[src/rtl/bp_resolve_queue.sv]
// In-flight branch tracker: queues fetch-time predictions, checks them at M,
// and drives the registered predictor-update port plus the mispredict redirect.
module bp_resolve_queue #(
    parameter int unsigned BHT_DEPTH = 3,
    parameter int unsigned Q_DEPTH   = 4,
    parameter int unsigned PC_W      = 32
) (
    input  logic                       clk,
    input  logic                       rst,
    input  logic                       pushF,
    input  logic                       predF,
    input  logic [BHT_DEPTH-1:0]       hashed_pcF,
    input  logic [BHT_DEPTH-1:0]       hashed_pc2F,
    input  logic [PC_W-1:0]            fallthruF,
    input  logic                       resolveM,
    input  logic                       takenM,
    input  logic [PC_W-1:0]            targetM,
    input  logic                       flush,
    output logic                       full,
    output logic                       empty,
    output logic [$clog2(Q_DEPTH):0]   count,
    output logic                       branchM,
    output logic                       pcsrcM,
    output logic [BHT_DEPTH-1:0]       hashed_pcM,
    output logic [BHT_DEPTH-1:0]       hashed_pc2M,
    output logic                       mispredict,
    output logic [PC_W-1:0]            redirect_pc,
    output logic                       err
);

    localparam int unsigned PTR_W = $clog2(Q_DEPTH);
    localparam int unsigned CNT_W = PTR_W + 1;

    logic                 pred_mem [Q_DEPTH];
    logic [BHT_DEPTH-1:0] hpc_mem  [Q_DEPTH];
    logic [BHT_DEPTH-1:0] hpc2_mem [Q_DEPTH];
    logic [PC_W-1:0]      ft_mem   [Q_DEPTH];

    logic [PTR_W-1:0]     head_q, head_d, tail_q, tail_d;
    logic [CNT_W-1:0]     count_q, count_d;
    logic                 err_q, err_d;
    logic                 branch_q, branch_d;
    logic                 pcsrc_q, pcsrc_d;
    logic [BHT_DEPTH-1:0] hpc_q, hpc_d, hpc2_q, hpc2_d;
    logic                 mis_q, mis_d;
    logic [PC_W-1:0]      rpc_q, rpc_d;

    logic full_w, empty_w, pop, udf, ovf, push, mis, we;

    assign full_w  = (count_q == CNT_W'(Q_DEPTH));
    assign empty_w = (count_q == '0);
    assign pop     = resolveM && !empty_w;
    assign udf     = resolveM && empty_w;
    assign ovf     = pushF && full_w && !pop;
    // An underflowing resolve makes the whole cycle an error, so its push is dropped too.
    assign push    = pushF && (!full_w || pop) && !udf;
    assign mis     = pop && (pred_mem[head_q] != takenM);
    assign we      = push && !flush && !mis;

    always_comb begin
        head_d   = head_q;
        tail_d   = tail_q;
        count_d  = count_q;
        err_d    = err_q;
        branch_d = 1'b0;
        pcsrc_d  = 1'b0;
        hpc_d    = '0;
        hpc2_d   = '0;
        mis_d    = 1'b0;
        rpc_d    = '0;
        if (flush) begin
            head_d  = '0;
            tail_d  = '0;
            count_d = '0;
        end else begin
            if (ovf || udf) begin
                err_d = 1'b1;
            end
            if (pop) begin
                branch_d = 1'b1;
                pcsrc_d  = takenM;
                hpc_d    = hpc_mem[head_q];
                hpc2_d   = hpc2_mem[head_q];
            end
            if (mis) begin
                mis_d   = 1'b1;
                rpc_d   = takenM ? targetM : ft_mem[head_q];
                head_d  = '0;
                tail_d  = '0;
                count_d = '0;
            end else begin
                if (pop) begin
                    head_d = head_q + PTR_W'(1);
                end
                if (push) begin
                    tail_d = tail_q + PTR_W'(1);
                end
                count_d = count_q + CNT_W'(push) - CNT_W'(pop);
            end
        end
    end

    always_ff @(posedge clk or negedge rst) begin
        if (!rst) begin
            head_q   <= '0;
            tail_q   <= '0;
            count_q  <= '0;
            err_q    <= 1'b0;
            branch_q <= 1'b0;
            pcsrc_q  <= 1'b0;
            hpc_q    <= '0;
            hpc2_q   <= '0;
            mis_q    <= 1'b0;
            rpc_q    <= '0;
        end else begin
            head_q   <= head_d;
            tail_q   <= tail_d;
            count_q  <= count_d;
            err_q    <= err_d;
            branch_q <= branch_d;
            pcsrc_q  <= pcsrc_d;
            hpc_q    <= hpc_d;
            hpc2_q   <= hpc2_d;
            mis_q    <= mis_d;
            rpc_q    <= rpc_d;
        end
    end

    // Entry storage carries no reset; validity is tracked solely by count.
    always_ff @(posedge clk) begin
        if (we) begin
            pred_mem[tail_q] <= predF;
            hpc_mem[tail_q]  <= hashed_pcF;
            hpc2_mem[tail_q] <= hashed_pc2F;
            ft_mem[tail_q]   <= fallthruF;
        end
    end

    assign full        = full_w;
    assign empty       = empty_w;
    assign count       = count_q;
    assign err         = err_q;
    assign branchM     = branch_q;
    assign pcsrcM      = pcsrc_q;
    assign hashed_pcM  = hpc_q;
    assign hashed_pc2M = hpc2_q;
    assign mispredict  = mis_q;
    assign redirect_pc = rpc_q;

endmodule

[config.mk]
export PLATFORM = sky130hd
export DESIGN_NAME = bp_resolve_queue
export DESIGN_NICKNAME = d
export VERILOG_FILES = /design/src/rtl/bp_resolve_queue.sv
export SDC_FILE = /design/constraint.sdc
export NUM_CORES = 1
export LEC_CHECK = 0
export ABC_AREA = 1
export BUFFER_PORTS_ARGS = -buffer_cell sky130_fd_sc_hd__buf_2
export CAP_MARGIN = 40
export CORE_MARGIN = 10
export CORE_UTILIZATION = 55
export DETAILED_ROUTE_END_ITERATION = 10
export GPL_TIMING_DRIVEN = 0
export HOLD_SLACK_MARGIN = 0.15
export PLACE_DENSITY = 0.89
export SLEW_MARGIN = 10
export SYNTH_ARGS = -nofsm -noshare
export SYNTH_HDL_FRONTEND = slang
export SYNTH_SLANG_ARGS = --single-unit
[constraint.sdc]
create_clock -name clk -period 5.8 [get_ports clk]
set_input_delay 0.58 -clock clk [delete_from_list [all_inputs] [get_ports clk]]
set_output_delay 0.58 -clock clk [all_outputs]
set_load 0.05 [all_outputs]
Word-level counts from Yosys, hierarchy flattened
Memories as Yosys holds them, arrays and structs flattened.
Cells that the tools add are included.
{ "op_classes": {"n_addsub": 4, "n_mul": 0, "n_div": 0, "n_lt_le_gt_ge": 0, "n_eq_ne": 2, "n_shift": 0, "muxes": 23, "bitwise_logic": 1, "n_reduce_logical": 21} }
{ "op_table": {"columns": ["cell", "n"], "rows": [
  ["32-bit 2-to-1 mux", 3],
  ["3-bit 2-to-1 mux", 6],
  ["2-bit 2-to-1 mux", 6],
  ["1-bit logical AND", 9],
  ["1-bit 2-to-1 mux", 8],
  ["1-bit zero test", 6],
  ["3-bit nonzero test", 2],
  ["2-bit by 1-bit adder with 2-bit output, second input constant", 2],
  ["3-bit by 1-bit adder with 3-bit output", 1],
  ["3-bit == test, second input constant", 1],
  ["3-bit zero test", 1],
  ["3-bit by 1-bit subtractor with 3-bit output", 1],
  ["1-bit logical OR", 2],
  ["2-bit AND reduction", 1],
  ["1-bit != test", 1],
  ["1-bit NOT", 1]
]} }
{ "word_totals": {"reg_bits": 49, "latch_bits": 0, "ram_bits": 156, "rom_bits": 0, "inputBits": 77, "output_inout_bits": 47, "wordCells": 65, "mem_count": 4} }
{ "memory_table": {"columns": ["name", "words", "word_bits", "rd", "rd_clocked_by_memory_dff", "write_ports", "line", "rtl"], "rows": [
  ["ft_mem", 4, 32, 1, 0, 1, "37", "logic [PC_W-1:0] ft_mem [Q_DEPTH];"],
  ["hpc2_mem", 4, 3, 1, 0, 1, "36", "logic [BHT_DEPTH-1:0] hpc2_mem [Q_DEPTH];"],
  ["hpc_mem", 4, 3, 1, 0, 1, "35", "logic [BHT_DEPTH-1:0] hpc_mem [Q_DEPTH];"],
  ["pred_mem", 4, 1, 1, 0, 1, "34", "logic pred_mem [Q_DEPTH];"]
]} }

Logic depth before layout (Yosys ltp)
Gate-level depths: netlist (run 1).
{ "depth": {"depth_word": 10, "ltp_mapped": 11, "mapped_depth_nobuf": 11} }

Worst setup path before layout (run 1)
OpenSTA, ideal clock, no wires.
{ "synth_path": {"path_kind": "reg2reg", "startpoint": "register count_q[1], in the netlist count[1]", "endpoint": "memory ft_mem[0][0] (enable)", "setup_ns": 0.435, "arrival_time_ns": 3.233, "setup_slack_ns": 2.132, "stages_incl_launch_ff": 8, "cell_sequence": "dfrtp_1 -> nor2_1 -> nand2_1 -> inv_2 -> nor2_1 -> nand3_1 -> nand2_1 -> nor2_1"} }
{ "synth_via": {"elab_chain_cells": 10, "word_cells_on_any_way": 16, "cone_classes": "eq/ne: 1; mux: 2; reduce/logical: 13"} }
{ "synth_rtl": {"columns": ["element", "line", "rtl"], "rows": [
  ["start: declaration", "40", "logic [CNT_W-1:0] count_q, count_d;"],
  ["start signal: assignment", "118", "count_q <= count_d;"],
  ["3-bit zero test *", "51", "assign empty_w = (count_q == '0);"],
  ["net empty", "20", "output logic empty,"],
  ["1-bit zero test", "52", "assign pop = resolveM && !empty_w;"],
  ["1-bit logical AND", "52", null],
  ["1-bit logical OR", "56", "assign push = pushF && (!full_w || pop) && !udf;"],
  ["1-bit logical AND (2 in series)", "56", null],
  ["1-bit logical AND", "58", "assign we = push && !flush && !mis;"],
  ["1-bit logical AND *", "58", null],
  ["1-bit 2-to-1 mux *", "131", "if (we) begin"],
  ["1-bit 2-to-1 mux (implied by the code) *", "135", "ft_mem[tail_q] <= fallthruF;"],
  ["end: declaration", "37", null]
]} }
Mark *: on every way through the listed nets, which the timed path passes. The rest lies on a longest branch.

Worst setup path after layout (run 1)
{ "layout_path": {"startpoint": "register head_q[0]", "endpoint": "memory ft_mem[1][26] (enable)"} }
{ "layout_via": {"elab_chain_cells": 7} }
{ "layout_rtl": {"columns": ["element", "line", "rtl"], "rows": [
  ["start: declaration", "39", "logic [PTR_W-1:0] head_q, head_d, tail_q, tail_d;"],
  ["start signal: assignment", "105", "head_q <= '0;"],
  ["start signal: assignment", "116", "head_q <= head_d;"],
  ["memory read 4 x 1 bit", null, null],
  ["1-bit != test", "57", "assign mis = pop && (pred_mem[head_q] != takenM);"],
  ["1-bit logical AND", "57", null],
  ["1-bit zero test", "58", null],
  ["1-bit logical AND", "58", null],
  ["1-bit 2-to-1 mux", "131", null],
  ["1-bit 2-to-1 mux (implied by the code)", "135", null]
]} }
No other way between the ends.

==> flow_summary.yaml, run 1 <==
clocking:
  cts_root_buffer: "clkbuf_16"
  cts.sinks: 205
  clock_latency_ns: 0.48
  clk_path_buf_depth: 3
  htreeDepth: 1
  postCtsResizedCells: 0
  cts_buffers: 20
  path_clk_slew_ns: 0.06
  cts_tree: "built"
sta:
  tns_ns: 0
  layout_worst_path_cycle_share_pct: 44.7
  report.final.slew_viol_count: 0
  timing.fmax_ghz: 0.386
  rsz0062_at_grt: "false"
  setup_viol_count_final: 0
  relSlewSlack_pct: 53.9
  skew_ns: 0.00638
  hold_viol_final: 0
  fin_crit_ns: 2.59
  worst_slew_pin_slew_ns: 0.692
logic_synthesis:
  syn-num-nets: 733
  synth_cell_types: 26
  syn_inst: 649
  synth_area_per_cell_um2: 12.4
  yosysSeqAreaShare_pct: 73.3
  ys_ff_latch: 205
  yosys_warnings: 0
  netlist_area_um2: 8070
place:
  globalplace.congestion: 0.778
  numPortBuffers: 122
  dp.final_hpwl_um: 12700
  placed_cell_area_um2: 9040
run:
  drv_cap: 0
route:
  vias: 5445
  routed_wl_um: 18800
  drtAntennaViolNets: 0
  post_drt_wl_per_cell_um: 18.8
  dr.pass1.iters: 5
  via_per_inst: 5.45
  drt_iter0_drc: 521
  drc: 0
final_layout:
  final_nets: 883
  final_common_cell: "nand2_1"
  final_cell_mix: "nand2_1 (161), edfxtp_1 (156), buf_2 (135)"
  post-route-cell-area_um2: 9650
  drive_gt1_share_pct: 25.5
  fill_cells: 977
  syn_to_final_growth_pct: 19.6
pwr:
  power_uw: 3610
  powerDensity_nw_per_um2: 374
  peakVddDrop_mv: 0.272
  leakage_uw: 0.00399
critical_path:
  cp-end-kind: "register"
  cp.arrival_ns: 2.77
  start_kind: "register"
  worstSetupPathType: "register to register"
  path_max_fanout: 23
  cp.required_ns: 5.98
floorplan:
  dieWidth_um: 141
  num_rows: 44
  dieArea_um2: 19900
  ioPinCount: 124
  start_util_pct: 55.7
  die_y_um: 141
  coreArea_um2: 14500
global_routing:
  grt_pass1_vias: 5566
  grt_usage_pct: 18.5
  grt_overflow: 0
  grt_pass1_wl_um: 29000
  grt_start_max_net_pins: 34
  antenna_found_initial: 4
outcome:
  status: "finished, final reports clean"
min_path:
  hold_path.class: "input port to register"
==> through the flow <==
| stage | utilization (%) | hold WS [ns] | setup WS, ns | instances |
|---|---|---|---|---|
| 6_report | 66.7 | 0.310 | 3.21 | 1000 |
| 5_1_grt | 66.7 | 0.301 | 3.00 | 999 |
| 4_1_cts | 66.6 | 0.297 | 3.21 | 997 |
| 3_5_place_dp | 62.4 | 0.481 | 3.10 | 960 |
| 3_3_place_gp | 61.5 | 0.439 | 1.14 | 955 |
| 2_1_floorplan | - | 0.284 | 2.13 | 649 |
==> where the power goes <==
group          switching [uW]  internal [uW]  total [uW]
logic                     526            187         713
clock network             496            678        1170
registers                34.3           1690        1730
==> final cells by class <==
cell class              instances  area [um^2]  area share, %
diodes                          3         7.51         0.0778
clock inverters                 6         27.5          0.285
flip-flops and latches        205         5910           61.2
multi-input cells             387         1930           20.0
inverters                      21         81.3          0.842
repair buffers                128          721           7.47
plain buffers                  36          178           1.84
clock buffers                  30          569           5.90
well taps                     184          230           2.38
==> logic make-up after synthesis <==
logic type	Yosys count	share of synthesized area, %
compound gates	52	3.95
xor+xnor	3	0.326
fa+ha+maj	7	1.18
buf+inv	57	3.21
flops	205	73.3
simple gates	325	18.1
==> synthesized netlist by cell type (all sizes together) <==
master  number  area [um^2]
nor3        18          178
a21o         1         7.51
o21ai       13         65.1
fa           1         20.0
a21oi       38          246
clkbuf      18         67.6
nand3       93          478
edfxtp     156         4680
inv         20         77.6
dfrtp       49         1230
nand2      161          604
buf         18          110
ha           6         75.1
clkinv       1         3.75
xor2         2         17.5
xnor2        1         8.76
nor2        53          199
==> per-layer routing <==
layer,track usage [%],vias up,part of all wire (%)
met4,7.88,2,3.1
li1,-,2547,-
met1,22.9,2580,39
met5,0,-,0.037
met3,4.00,46,8.8
met2,30.6,270,50
==> what timing repair did <==
action                    in CTS  in global routing
hold buffers                   1                  0
setup buffers                  0                  0
hold endpoints to repair      16                  0
==> sequential cells by signal, indices dropped and copies added, names as in the netlist <==
register     count
redirect_pc     32
count            3
tail_q           2
pred_mem         4
branchM          1
hpc2_mem        12
hashed_pcM       3
err              1
hashed_pc2M      3
pcsrcM           1
ft_mem         128
head_q           2
mispredict       1
hpc_mem         12
==> worst max-delay path: stages, from the launching register on <==
cell and delay, ns:
dfrtp_1 0.36, buf_4 0.17, inv_4 0.09, nand2_1 0.05, nand3_1 0.08, nand3_1 0.17, nand3_1 0.26, nand2_1 0.28
nor2_4 0.54, buf_12 0.26
==> worst paths after layout <==
check | end | startpoint | depth (start not counted) | slack [ns]
min in group asynchronous | redirect_pc[12] | rst | 2 | 0.58
worst min-delay path | ft_mem[0][17] | fallthruF[17] | 1 | 0.31
worst max-delay path | ft_mem[1][26] | head_q[0] | 9 | 3.21
max in group asynchronous | hashed_pc2M[2] | rst | 3 | 4.68
worst max register to register | ft_mem[1][26] | head_q[0] | 9 | 3.21
worst min register to register | err | err | 1 | 0.48
Power figures use the tool's default switching activity.
==> inputs of run 2 (changes only) <==
--- a/config.mk
+++ b/config.mk
@@ -5,15 +5,15 @@
 export SDC_FILE = /design/constraint.sdc
 export NUM_CORES = 1
 export LEC_CHECK = 0
-export ABC_AREA = 1
+export ABC_AREA = 0
 export BUFFER_PORTS_ARGS = -buffer_cell sky130_fd_sc_hd__buf_2
 export CAP_MARGIN = 40
 export CORE_MARGIN = 10
-export CORE_UTILIZATION = 55
+export CORE_UTILIZATION = 51
 export DETAILED_ROUTE_END_ITERATION = 10
 export GPL_TIMING_DRIVEN = 0
 export HOLD_SLACK_MARGIN = 0.15
-export PLACE_DENSITY = 0.89
+export PLACE_DENSITY = 0.87
 export SLEW_MARGIN = 10
 export SYNTH_ARGS = -nofsm -noshare
 export SYNTH_HDL_FRONTEND = slang
==> constraint.sdc (replaced) <==
create_clock -name clk -period 2.2 [get_ports clk]
set_input_delay 0.22 -clock clk [delete_from_list [all_inputs] [get_ports clk]]
set_output_delay 0.22 -clock clk [all_outputs]
set_load 0.05 [all_outputs]
==> flow_summary.yaml, run 2 <==
logic_synthesis:
  syn_inst: 386
  synth_top_area_share_pct: 60.4
  yosysSeqAreaShare_pct: 76.2
  yosys_warnings: 0
  synth_area_per_cell_um2: 20.1
  synth_edf_count: 156
  synth_ff_type: "edfxtp_1"
  synth_common_cells: "edfxtp_1 (156), dfrtp_1 (49), mux4_2 (38)"
  yosysMostFrequentCell: "edfxtp_1"
  synth.area.top_cells: "edfxtp_1 (60%), dfrtp_1 (16%), mux4_2 (11%), mux2i_1 (4.6%), nor2_1 (1.6%)"
  syn-num-nets: 470
  ys_ff_latch: 205
  ys_async_sr_fraction_pct: 23.9
  synth_cell_types: 31
  synth_largest_area_cell: "edfxtp_1"
  netlist_area_um2: 7760
final_layout:
  final_cell_mix: "edfxtp_1 (156), buf_2 (130), dlygate4sd3_1 (74)"
  syn_to_final_growth_pct: 37.7
  stdcell_count: 853
  largest_register: "ft_mem"
  final_common_cell: "edfxtp_1"
  fill_cells: 916
  largest_register_ffs: 128
  final_core_util_pct: 71.1
  drive_gt1_share_pct: 39.9
  final_nets: 734
route:
  dr.pass1.iters: 4
  drt_iter0_drc: 273
  via_per_inst: 5.28
  routed_wl_um: 18500
  post_drt_wl_per_cell_um: 21.7
  drc: 0
  vias: 4505
  drtAntennaViolNets: 0
sta:
  report.final.slew_viol_count: 0
  relSlewSlack_pct: 39.3
  hold_viol_final: 0
  timing.fmax_ghz: 0.425
  fin_crit_ns: 2.35
  worst_slew_pin_slew_ns: 0.911
  tns_ns: -0.151
  layout_worst_path_cycle_share_pct: 107
  rsz0062_at_grt: "true"
  final.setup.worst_slack_ns: -0.151
  setup_viol_count_final: 1
  hold_ws_ns: 0.162
  skew_ns: 0.0148
pwr:
  leakage_uw: 0.00425
  peakVddDrop_mv: 0.759
  powerDensity_nw_per_um2: 970
  power_uw: 10400
critical_path:
  path_max_fanout: 4
  cp-end-kind: "register"
  cp.arrival_ns: 2.75
  start_kind: "register"
  cp.required_ns: 2.60
  worstSetupPathType: "register to register"
floorplan:
  coreArea_um2: 15000
  dieWidth_um: 143
  start_util_pct: 51.6
  dieArea_um2: 20600
  num_rows: 45
  ioPinCount: 124
  die_y_um: 143
place:
  numPortBuffers: 123
  dp.final_hpwl_um: 11500
  dp.cells: 715
  globalplace.congestion: 0.749
global_routing:
  antenna_found_initial: 1
  grt_start_max_net_pins: 28
  grt_overflow: 0
  grt_pass1_vias: 5029
  grt_pass1_wl_um: 28100
  grt_usage_pct: 17.9
clocking:
  cts_buffers: 21
  cts_tree: "built"
  htreeDepth: 1
  cts.sinks: 205
  path_clk_slew_ns: 0.06
  cts_root_buffer: "clkbuf_16"
  clock_latency_ns: 0.49
  clk_path_buf_depth: 3
run:
  drv_cap: 0
outcome:
  violations: "negative setup slack"
  status: "finished, violations left"
min_path:
  hold_path.class: "input port to register"
## run 2: area by class of cell
| type | instances | area (um^2) | area share [%] |
|---|---|---|---|
| sequential | 205 | 5910 | 55.3 |
| clock buffer | 32 | 607 | 5.68 |
| tap | 188 | 235 | 2.20 |
| timing repair buffer | 243 | 1910 | 17.9 |
| clock inverter | 5 | 50.0 | 0.468 |
| multi-input combinational | 155 | 1850 | 17.3 |
| antenna | 1 | 2.50 | 0.0234 |
| inverter | 6 | 22.5 | 0.211 |
| buffer | 18 | 91.3 | 0.854 |
## run 2: stage by stage
step	worst slack, ns	cell area (um^2)
after floorplan	-0.869	7860
after global placement	-1.73	8710
after detailed placement	-0.614	8920
after CTS	-0.193	10500
after global routing	-0.276	10700
final	-0.151	10700
## run 2: worst max-delay path, stage by stage (launching register included)
cell,delay [ns]
dfrtp_2,0.45
xnor2_2,0.17
o31ai_4,0.21
ha_1,0.27
inv_1,0.06
ha_1,0.15
inv_2,0.05
fa_2,0.40
xor2_2,0.20
xnor2_1,0.14
nor3_1,0.16
## run 2: report_power, final
group / leakage, uW / internal, uW / switching (uW)
sequential: 0.00208 / 4480 / 130
combinational: 0.00185 / 1050 / 1310
clock: 0.000326 / 2010 / 1390
## run 2: cell families after synthesis
family	share of synthesized area, %
AO/OA/AOI/OAI	0.854
multiplexers	15.9
XOR/XNOR	0.790
flip-flops	76.2
adder cells (fa/ha/maj)	1.23
AND/OR/NAND/NOR	3.61
buffers and inverters	1.50
## run 2: final timing paths
kind                       startpoint              end  slack [ns]  depth (start not counted)
max                          count[2]         count[2]       -0.15                         10
max in group asynchronous         rst  redirect_pc[12]        1.30                          3
min in group asynchronous         rst    hashed_pcM[1]        0.30                          2
max reg2reg                  count[2]         count[2]       -0.15                         10
min                          resolveM              err        0.16                          3
min reg2reg                       err              err        0.47                          1
## run 2: timing repair
item | in CTS | in global routing
hold endpoints to repair | 212 | 0
gates resized for setup | 9 | 24
buffers inserted | 18 | 12
pin swaps | 9 | 9
cloned | 0 | 3
setup endpoints to repair | 164 | 72
hold buffers | 74 | 0
## run 2: metal layers
layer | wire length (um) | up-vias | GRT usage (%)
met2 | 9760 | 147 | 32.3
li1 | - | 2029 | -
met5 | 0 | - | 0
met3 | 1030 | 44 | 3.63
met1 | 7190 | 2285 | 21.0
met4 | 558 | 0 | 5.70
==> inputs of run 3 (changes only) <==
==> constraint.sdc (replaced) <==
create_clock -name clk -period 2 [get_ports clk]
set_input_delay 0.2 -clock clk [delete_from_list [all_inputs] [get_ports clk]]
set_output_delay 0.2 -clock clk [all_outputs]
set_load 0.05 [all_outputs]
==> flow_summary.yaml, run 3 (synthesized netlist as in run 2, its figures left out) <==
sta:
  fin_crit_ns: 2.28
  hold_viol_final: 0
  layout_worst_path_cycle_share_pct: 114
  relSlewSlack_pct: 42.9
  skew_ns: 0.0191
  final.setup.worst_slack_ns: -0.282
  worst_slew_pin_slew_ns: 0.857
  rsz0062_at_grt: "true"
  hold_ws_ns: 0.287
  report.final.slew_viol_count: 0
  setup_viol_count_final: 182
  timing.fmax_ghz: 0.438
final_layout:
  largest_register_ffs: 128
  final_nets: 757
  final_cell_mix: "edfxtp_1 (156), buf_2 (126), dlygate4sd3_1 (75)"
  drive_gt1_share_pct: 47.3
  multi_input_area_um2: 2100
  fill_cells: 815
  seq_area_um2: 5910
  syn_to_final_growth_pct: 47.2
  diodes: 0
  final_core_util_pct: 76.0
  largest_register: "ft_mem"
  final_common_cell: "edfxtp_1"
clocking:
  cts_tree: "built"
  cts_buffers: 21
  clock_latency_ns: 0.48
  cts_root_buffer: "clkbuf_16"
  path_clk_slew_ns: 0.06
  clk_path_buf_depth: 3
  htreeDepth: 1
  cts.sinks: 205
place:
  pre_cts_slack_ns: -0.797
  globalplace.congestion: 0.750
  dp.final_hpwl_um: 11300
  numPortBuffers: 123
floorplan:
  coreArea_um2: 15000
  dieArea_um2: 20600
  die_y_um: 143
  start_util_pct: 51.6
  ioPinCount: 124
  dieWidth_um: 143
  num_rows: 45
pwr:
  p_comb_share_pct: 24.9
  switching_share_pct: 27.3
  seq_power_share_pct: 41.9
  p_clk_share_pct: 33.2
  peakVddDrop_mv: 0.820
  p_sw_uw: 3310
  powerDensity_nw_per_um2: 1060
  leakage_uw: 0.00449
  p_int_uw: 8780
route:
  via_per_inst: 5.28
  vias: 4624
  post_drt_wl_per_cell_um: 22.3
  drt_iter0_drc: 271
  drtAntennaViolNets: 0
  drc: 0
  dr.pass1.iters: 5
  routed_wl_um: 19500
global_routing:
  grt_pass1_wl_um: 27900
  grt_usage_pct: 17.6
  grt_pass1_vias: 5029
  grt_start_max_net_pins: 28
  antenna_found_initial: 0
  grt_overflow: 0
critical_path:
  start_kind: "register"
  cp-end-kind: "register"
  cp.required_ns: 2.18
  reg2reg_depth: 9
  path_max_fanout: 8
  cp.arrival_ns: 2.47
  worstSetupPathType: "register to register"
min_path:
  hold_path.class: "input port to asynchronous set/reset pin"
outcome:
  violations: "negative setup slack"
  status: "finished, violations left"
run:
  drv_cap: 0
run 3: changes by cell type in the layout (fill, tap and decap cells not counted), moves of 6 or more:
cell	change
nor2_4	+23
nor2_1	-30
buf_8	+10
buf_12	+7
nor2_2	+7
buf_6	+7
clkbuf_1	-6
run 3: layout make-up:
cell class / count / share of cell area [%]
timing repair buffer: 265 / 20.1
clock inverter: 12 / 1.42
buffer: 18 / 1.19
tap: 188 / 2.06
sequential: 205 / 51.8
inverter: 6 / 0.263
clock buffer: 25 / 4.82
multi-input combinational: 156 / 18.4
run 3: per-layer routing:
layer	routed length (um)	GRT usage [%]
met4	360	4.78
met5	0	0
met3	1090	3.73
met2	10600	32.0
met1	7430	20.6
run 3: worst max-delay path, cell delays in order, from the launching register on:
cell and delay [ns]:
dfrtp_1 0.35, buf_6 0.13, mux2i_4 0.24, xor2_2 0.22, a211oi_4 0.10, buf_12 0.15
nor4b_4 0.36, buf_6 0.18, buf_8 0.11, buf_8 0.13
run 3: stage by stage:
stage / instance area (um^2) / instances / TNS [ns] / power, uW
after floorplan: 7860 / 386 / -166.96 / 6600
after global placement: 8710 / 697 / -301.92 / 7070
after detailed placement: 8930 / 715 / -83.34 / 7250
after CTS: 10700 / 848 / -21.62 / 11600
after global routing: 11400 / 875 / -39.48 / 12500
final: 11400 / 875 / -28.25 / 12100
run 3: final timing paths:
kind / start / endpoint / slack (ns)
worst max-delay path: head_q[1] / ft_mem[0][15] / -0.28
worst min register to register: err / err / 0.46
min in group clk: takenM / redirect_pc[1] / 0.30
worst max register to register: head_q[1] / ft_mem[0][15] / -0.28
max in group asynchronous: rst / redirect_pc[15] / 1.12
worst min-delay path: rst / hashed_pcM[1] / 0.29
run 3: what timing repair did:
item                                    CTS  global route
cloned                                    1             7
endpoints found under the setup margin  191           188
buffers inserted                         22            27
hold buffers                             75             0
pin swaps                                22            28
hold endpoints to repair                213             0
gates resized for setup                  38           103
run 3: power groups by stage:
| stage | logic, uW | registers, uW | clock network (uW) |
|---|---|---|---|
| floorplan | 1170 | 5430 | 0 |
| global placement | 1960 | 5110 | 0 |
| detailed placement | 2140 | 5110 | 0 |
| CTS | 2490 | 5040 | 4070 |
| global route | 3170 | 5100 | 4240 |
| finish | 3010 | 5070 | 4010 |
